===== config.mk =====
export PLATFORM = sky130hd
export DESIGN_NAME = alu_mdu_seq
export DESIGN_NICKNAME = d
export VERILOG_FILES = /design/src/rtl/alu_mdu_seq.sv
export SDC_FILE = /design/constraint.sdc
export NUM_CORES = 2
export LEC_CHECK = 0
export ABC_AREA = 1
export CAP_MARGIN = 20
export CORE_MARGIN = 3
export CORE_UTILIZATION = 55
export CTS_CLUSTER_SIZE = 28
export DETAILED_ROUTE_END_ITERATION = 16
export PLACE_DENSITY = 0.79
export SLEW_MARGIN = 30
export SYNTH_ARGS = -nofsm -noshare
export SYNTH_HDL_FRONTEND = slang
export SYNTH_SLANG_ARGS = --single-unit
export TNS_END_PERCENT = 20

===== constraint.sdc =====
create_clock -name clk -period 11.04 [get_ports clk]
set_input_delay 1.656 -clock clk [delete_from_list [all_inputs] [get_ports clk]]
set_output_delay 1.656 -clock clk [all_outputs]
set_load 0.01 [all_outputs]

===== src/rtl/alu_mdu_seq.sv =====
// XLEN-wide RV base ALU + M-extension execute unit. Single-cycle ALU and multiply,
// radix-2 restoring divide, registered result behind valid/ready handshakes.
module alu_mdu_seq #(
   parameter int XLEN = 32
) (
   input  logic            clk,
   input  logic            rst,
   input  logic            in_valid,
   output logic            in_ready,
   input  logic [4:0]      op,
   input  logic [XLEN-1:0] in_a,
   input  logic [XLEN-1:0] in_b,
   output logic            out_valid,
   input  logic            out_ready,
   output logic [XLEN-1:0] result,
   output logic            illegal_op,
   output logic            busy
);
   localparam int SHW = $clog2(XLEN);
   localparam logic [XLEN-1:0] MIN_NEG  = {1'b1, {(XLEN-1){1'b0}}};
   localparam logic [XLEN-1:0] ALL_ONES = {XLEN{1'b1}};
   localparam logic [SHW-1:0]  LAST_IT  = SHW'(XLEN - 1);

   localparam logic [4:0] OP_ADD    = 5'b00000, OP_SUB  = 5'b00001, OP_SLL  = 5'b00010;
   localparam logic [4:0] OP_SLT    = 5'b00011, OP_SLTU = 5'b00100, OP_XOR  = 5'b00101;
   localparam logic [4:0] OP_SRL    = 5'b00110, OP_SRA  = 5'b00111, OP_OR   = 5'b01000;
   localparam logic [4:0] OP_AND    = 5'b01001, OP_MUL  = 5'b10000, OP_MULH = 5'b10001;
   localparam logic [4:0] OP_MULHSU = 5'b10010, OP_MULHU = 5'b10011, OP_DIV = 5'b10100;
   localparam logic [4:0] OP_DIVU   = 5'b10101, OP_REM  = 5'b10110, OP_REMU = 5'b10111;

   typedef enum logic [1:0] {S_IDLE, S_DIV, S_DONE} state_t;

   function automatic logic [XLEN-1:0] cond_neg(input logic [XLEN-1:0] v, input logic neg);
      return neg ? -v : v;
   endfunction

   state_t                 state_q, state_d;
   logic [XLEN-1:0]        result_q, result_d;
   logic                   illegal_q, illegal_d;
   logic [XLEN-1:0]        rem_q, quo_q, dvs_q;
   logic [SHW-1:0]         cnt_q;
   logic                   negq_q, negr_q, isrem_q;

   logic                   accept;
   logic [SHW-1:0]         shamt;
   logic signed [2*XLEN-1:0] mul_a, mul_b, prod;
   logic                   div_op, div_signed, a_neg, b_neg, div_special, go_div, op_legal;
   logic [XLEN-1:0]        fast_res;
   logic [XLEN:0]          shl, diff;
   logic [XLEN-1:0]        rem_nx, quo_nx, div_res;
   logic                   div_last;

   assign accept = in_valid & in_ready;

   // Single-cycle path: ALU, full-width multiply and divide special cases
   always_comb begin
      shamt       = in_b[SHW-1:0];
      mul_a       = {{XLEN{((op == OP_MULH) | (op == OP_MULHSU)) & in_a[XLEN-1]}}, in_a};
      mul_b       = {{XLEN{(op == OP_MULH) & in_b[XLEN-1]}}, in_b};
      prod        = mul_a * mul_b;
      div_op      = (op[4:2] == 3'b101);
      div_signed  = ~op[0];
      a_neg       = div_signed & in_a[XLEN-1];
      b_neg       = div_signed & in_b[XLEN-1];
      div_special = (in_b == '0) | (div_signed & (in_a == MIN_NEG) & (in_b == ALL_ONES));
      go_div      = div_op & ~div_special;
      op_legal    = 1'b1;
      fast_res    = '0;
      case (op)
         OP_ADD:    fast_res = in_a + in_b;
         OP_SUB:    fast_res = in_a - in_b;
         OP_SLL:    fast_res = in_a << shamt;
         OP_SLT:    fast_res = XLEN'($signed(in_a) < $signed(in_b));
         OP_SLTU:   fast_res = XLEN'(in_a < in_b);
         OP_XOR:    fast_res = in_a ^ in_b;
         OP_SRL:    fast_res = in_a >> shamt;
         OP_SRA:    fast_res = $unsigned($signed(in_a) >>> shamt);
         OP_OR:     fast_res = in_a | in_b;
         OP_AND:    fast_res = in_a & in_b;
         OP_MUL:    fast_res = prod[XLEN-1:0];
         OP_MULH, OP_MULHSU, OP_MULHU:
                    fast_res = prod[2*XLEN-1:XLEN];
         OP_DIV, OP_DIVU:
                    fast_res = (in_b == '0) ? ALL_ONES : in_a;
         OP_REM, OP_REMU:
                    fast_res = (in_b == '0) ? in_a : '0;
         default:   op_legal = 1'b0;
      endcase
   end

   // One restoring step per cycle on magnitudes; signs are fixed up on the last step
   always_comb begin
      shl      = {rem_q, quo_q[XLEN-1]};
      diff     = shl - {1'b0, dvs_q};
      rem_nx   = diff[XLEN] ? shl[XLEN-1:0] : diff[XLEN-1:0];
      quo_nx   = {quo_q[XLEN-2:0], ~diff[XLEN]};
      div_res  = isrem_q ? cond_neg(rem_nx, negr_q) : cond_neg(quo_nx, negq_q);
      div_last = (state_q == S_DIV) & (cnt_q == LAST_IT);
   end

   always_ff @(posedge clk) begin
      if (rst) state_q <= S_IDLE;
      else     state_q <= state_d;
   end

   always_comb begin
      state_d = state_q;
      case (state_q)
         S_IDLE: if (accept) state_d = go_div ? S_DIV : S_DONE;
         S_DIV:  if (cnt_q == LAST_IT) state_d = S_DONE;
         S_DONE: if (out_ready) state_d = accept ? (go_div ? S_DIV : S_DONE) : S_IDLE;
         default: state_d = S_IDLE;
      endcase
   end

   always_comb begin
      in_ready  = (state_q == S_IDLE) | ((state_q == S_DONE) & out_ready);
      out_valid = (state_q == S_DONE);
      busy      = (state_q == S_DIV);
   end

   always_comb begin
      result_d  = result_q;
      illegal_d = illegal_q;
      if (accept & ~go_div) begin
         result_d  = fast_res;
         illegal_d = ~op_legal;
      end else if (div_last) begin
         result_d  = div_res;
         illegal_d = 1'b0;
      end
   end

   always_ff @(posedge clk) begin
      if (rst) begin
         result_q  <= '0;
         illegal_q <= 1'b0;
      end else begin
         result_q  <= result_d;
         illegal_q <= illegal_d;
      end
   end

   always_ff @(posedge clk) begin
      if (accept) begin
         rem_q   <= '0;
         quo_q   <= cond_neg(in_a, a_neg);
         dvs_q   <= cond_neg(in_b, b_neg);
         cnt_q   <= '0;
         negq_q  <= a_neg ^ b_neg;
         negr_q  <= a_neg;
         isrem_q <= op[1];
      end else if (state_q == S_DIV) begin
         rem_q   <= rem_nx;
         quo_q   <= quo_nx;
         cnt_q   <= cnt_q + SHW'(1);
      end
   end

   assign result     = result_q;
   assign illegal_op = illegal_q;

endmodule


==> metrics.yaml <==
outcome:
  outcome: "complete, no violations"
route:
  drt-initial-drc-count: 7153
  drtPass1Iterations: 6
  avgViaCountPerCell: 6.01
  wire_per_inst_um: 26.6
  routed_wl_mm: 260
  vias: 58800
  ant_nets: 0
  route.detailed.drc: 0
die:
  die_w_um: 336
  rows: 120
  coreArea_sq_um: 108000
  io_pins: 109
  fp.dieH_um: 336
  start_util_pct: 55.7
  die_area_sq_um: 113000
final_layout:
  final_nets: 9906
  fin_area_sq_um: 63600
  finalNonFillerCells: 9780
  drive_gt1_share_pct: 5.90
  final_common_cell: "nand2_1"
  fin_util_pct: 59.1
  mostFrequentLayoutCells: "2052 x nand2_1, 2021 x inv_1, 1128 x fa_1"
  areaGrowthSynthToFinish_pct: 6.15
worst_setup_path:
  worst-path-max-fanout: 7
  cpMaxStageDelayCell: "fa_1"
  crit_type: "in -> reg"
  path_common_cell: "fa_1"
  worst_ep_arrival_time_ns: 11.22
  worstPathRequired_ns: 11.39
  crit_path_end_kind: "register"
  startpoint_type: "input pin"
  slowest_delay_ns: 0.54
yosys:
  synth_seq_area_share_pct: 5.76
  avgSynthCellArea_sq_um: 7.15
  ys_async_sr_fraction_pct: 0
  ys_ff_latch: 139
  synth_cell_types: 68
  synth_flop_cell: "dfxtp_1"
  synthCells: 8382
  synth_nets: 9931
  synth_edf_count: 67
  yosys_warnings: 0
  netlist_area_sq_um: 59900
placed_design:
  gp_congestion: 1.09
  placed_cells: 9741
  dp_hpwl_mm: 213
  placed_area_sq_um: 63000
  port_buffers: 108
clock_network:
  cts.htree.levels: 4
  path_clk_slew_ns: 0.08
  clock_latency_ns: 0.47
  cts_buffers: 17
  numClockSinks: 139
  ctsLongestPathBuffers: 2
  ctsResizeCount: 0
  cts_hold_buf: 0
  post_cts_buffers: 0
  cts-root-buf: "clkbuf_16"
  cts_tree: "done"
timing:
  fmax_mhz: 92.0
  period_needed_ns: 10.87
  setup_viol: 0
  tightest_slew_ns: 1.16
  fin_crit_sh_pct: 98.4
  slew_headroom_pct: 23.0
  final_max_slew_viol_count: 0
  rsz0062_at_grt: "false"
  hold_viol_final: 0
  setup_tns_ns: 0
  skew_ns: 0.0162
global_route:
  grt_max_degree: 62
  antenna_found_initial: 12
  grt_use_total_pct: 46.6
  grt_overflow: 0
  grt_pass1_vias: 59500
  grt_pass1_wl_mm: 385
min_path:
  min-delay-path-class: "reg -> reg"
job:
  max_cap_viol_count: 0
## cell type report
type / instances / area, sq um
inverters: 2044 / 7670
repair buffers: 361 / 2900
well taps: 1403 / 1760
flip-flops and latches: 139 / 3450
multi-input cells: 5794 / 47200
clock inverters: 15 / 194
diodes: 7 / 17.5
clock buffers: 17 / 425
fillers: 10000 / 44100
## registers in the layout, summed over array words and instances, names as in the netlist, 2 cells and up
signal   cells
result      32
dvs_q       32
quo_q       32
rem_q       32
cnt_q        5
state_q      2
## per-stage QoR
step                      hold slack, ns  worst slack (ns)
after floorplan                    0.440              1.24
after global placement             0.456            0.0990
after detailed placement           0.490           0.00180
after CTS                          0.503             0.438
after global routing               0.530           0.00118
final                              0.503             0.173
## logic make-up (layout without fill, tap and decap cells)
family                     Yosys count  after routing  share of synthesized area (%)
other                                0              7                              0
adders and majority gates         1476           1476                           45.0
DFF                                139            139                           5.76
AOI/OAI and AO/OA                 1142           1142                           10.7
buffers and inverters             2449           2437                           15.5
xor gates and xnor gates           115            115                           1.68
muxes                                7              7                          0.117
and+or+nand+nor                   3054           3054                           21.2
## worst paths after layout
path	from	endpoint	slack [ns]	cells past startpoint
max	op[2]	result[16]$_SDFFE_PP0P_	0.17	34
max reg2reg	quo_q[31]$_DFFE_PP_	result[30]$_SDFFE_PP0P_	5.51	27
min reg2reg	cnt_q[3]$_SDFFE_PP0P_	cnt_q[3]$_SDFFE_PP0P_	0.50	2
min	cnt_q[3]$_SDFFE_PP0P_	cnt_q[3]$_SDFFE_PP0P_	0.50	2
## cell usage after synthesis, types with 11 or more instances
| cell | number | share of area (%) |
|---|---|---|
| nand2_1 | 2054 | 13 |
| inv_1 | 2022 | 13 |
| fa_1 | 1128 | 38 |
| nor2_1 | 431 | 2.7 |
| o21ai_0 | 425 | 3.6 |
| a21oi_1 | 422 | 3.5 |
| ha_1 | 348 | 7.3 |
| clkbuf_1 | 272 | 1.7 |
| nand3_1 | 249 | 2.1 |
| buf_1 | 106 | 0.66 |
| xor2_1 | 84 | 1.2 |
| nand4_1 | 80 | 0.84 |
| dfxtp_1 | 72 | 2.4 |
| nor3_1 | 69 | 0.58 |
| edfxtp_1 | 67 | 3.4 |
| o22ai_1 | 61 | 0.64 |
| nand2_2 | 43 | 0.45 |
| o211ai_1 | 35 | 0.44 |
| a21o_1 | 33 | 0.41 |
| xnor2_1 | 31 | 0.45 |
| or2_2 | 24 | 0.25 |
| o21bai_1 | 22 | 0.28 |
| nor4_1 | 21 | 0.22 |
| a31oi_1 | 19 | 0.20 |
| o2111ai_1 | 18 | 0.26 |
| o221ai_1 | 17 | 0.25 |
| buf_2 | 15 | 0.13 |
| nand2_4 | 15 | 0.28 |
| nor2_2 | 15 | 0.16 |
| o21a_1 | 15 | 0.19 |
| inv_2 | 14 | 0.088 |
| nand3b_1 | 11 | 0.14 |
| o21ai_1 | 11 | 0.092 |
## critical path, delay by kind of cell
| family | cells | cell delay, ns |
|---|---|---|
| fa+ha+maj | 9 | 4.42 |
| simple gates | 10 | 2.13 |
| compound gates | 7 | 1.71 |
| buf+inv | 8 | 1.25 |
## routing by layer
metal | part of all wire, % | track usage [%] | vias to the layer above
li1 | - | - | 25100
met1 | 37 | 59.8 | 28800
met2 | 43 | 70.1 | 3982
met3 | 12 | 11.5 | 934
met4 | 8.5 | 31.0 | 4
met5 | 0.0088 | 0.128 | -
Power is not shown: default switching activity piles up to over one toggle a cycle in this logic, so the estimate is an artifact.
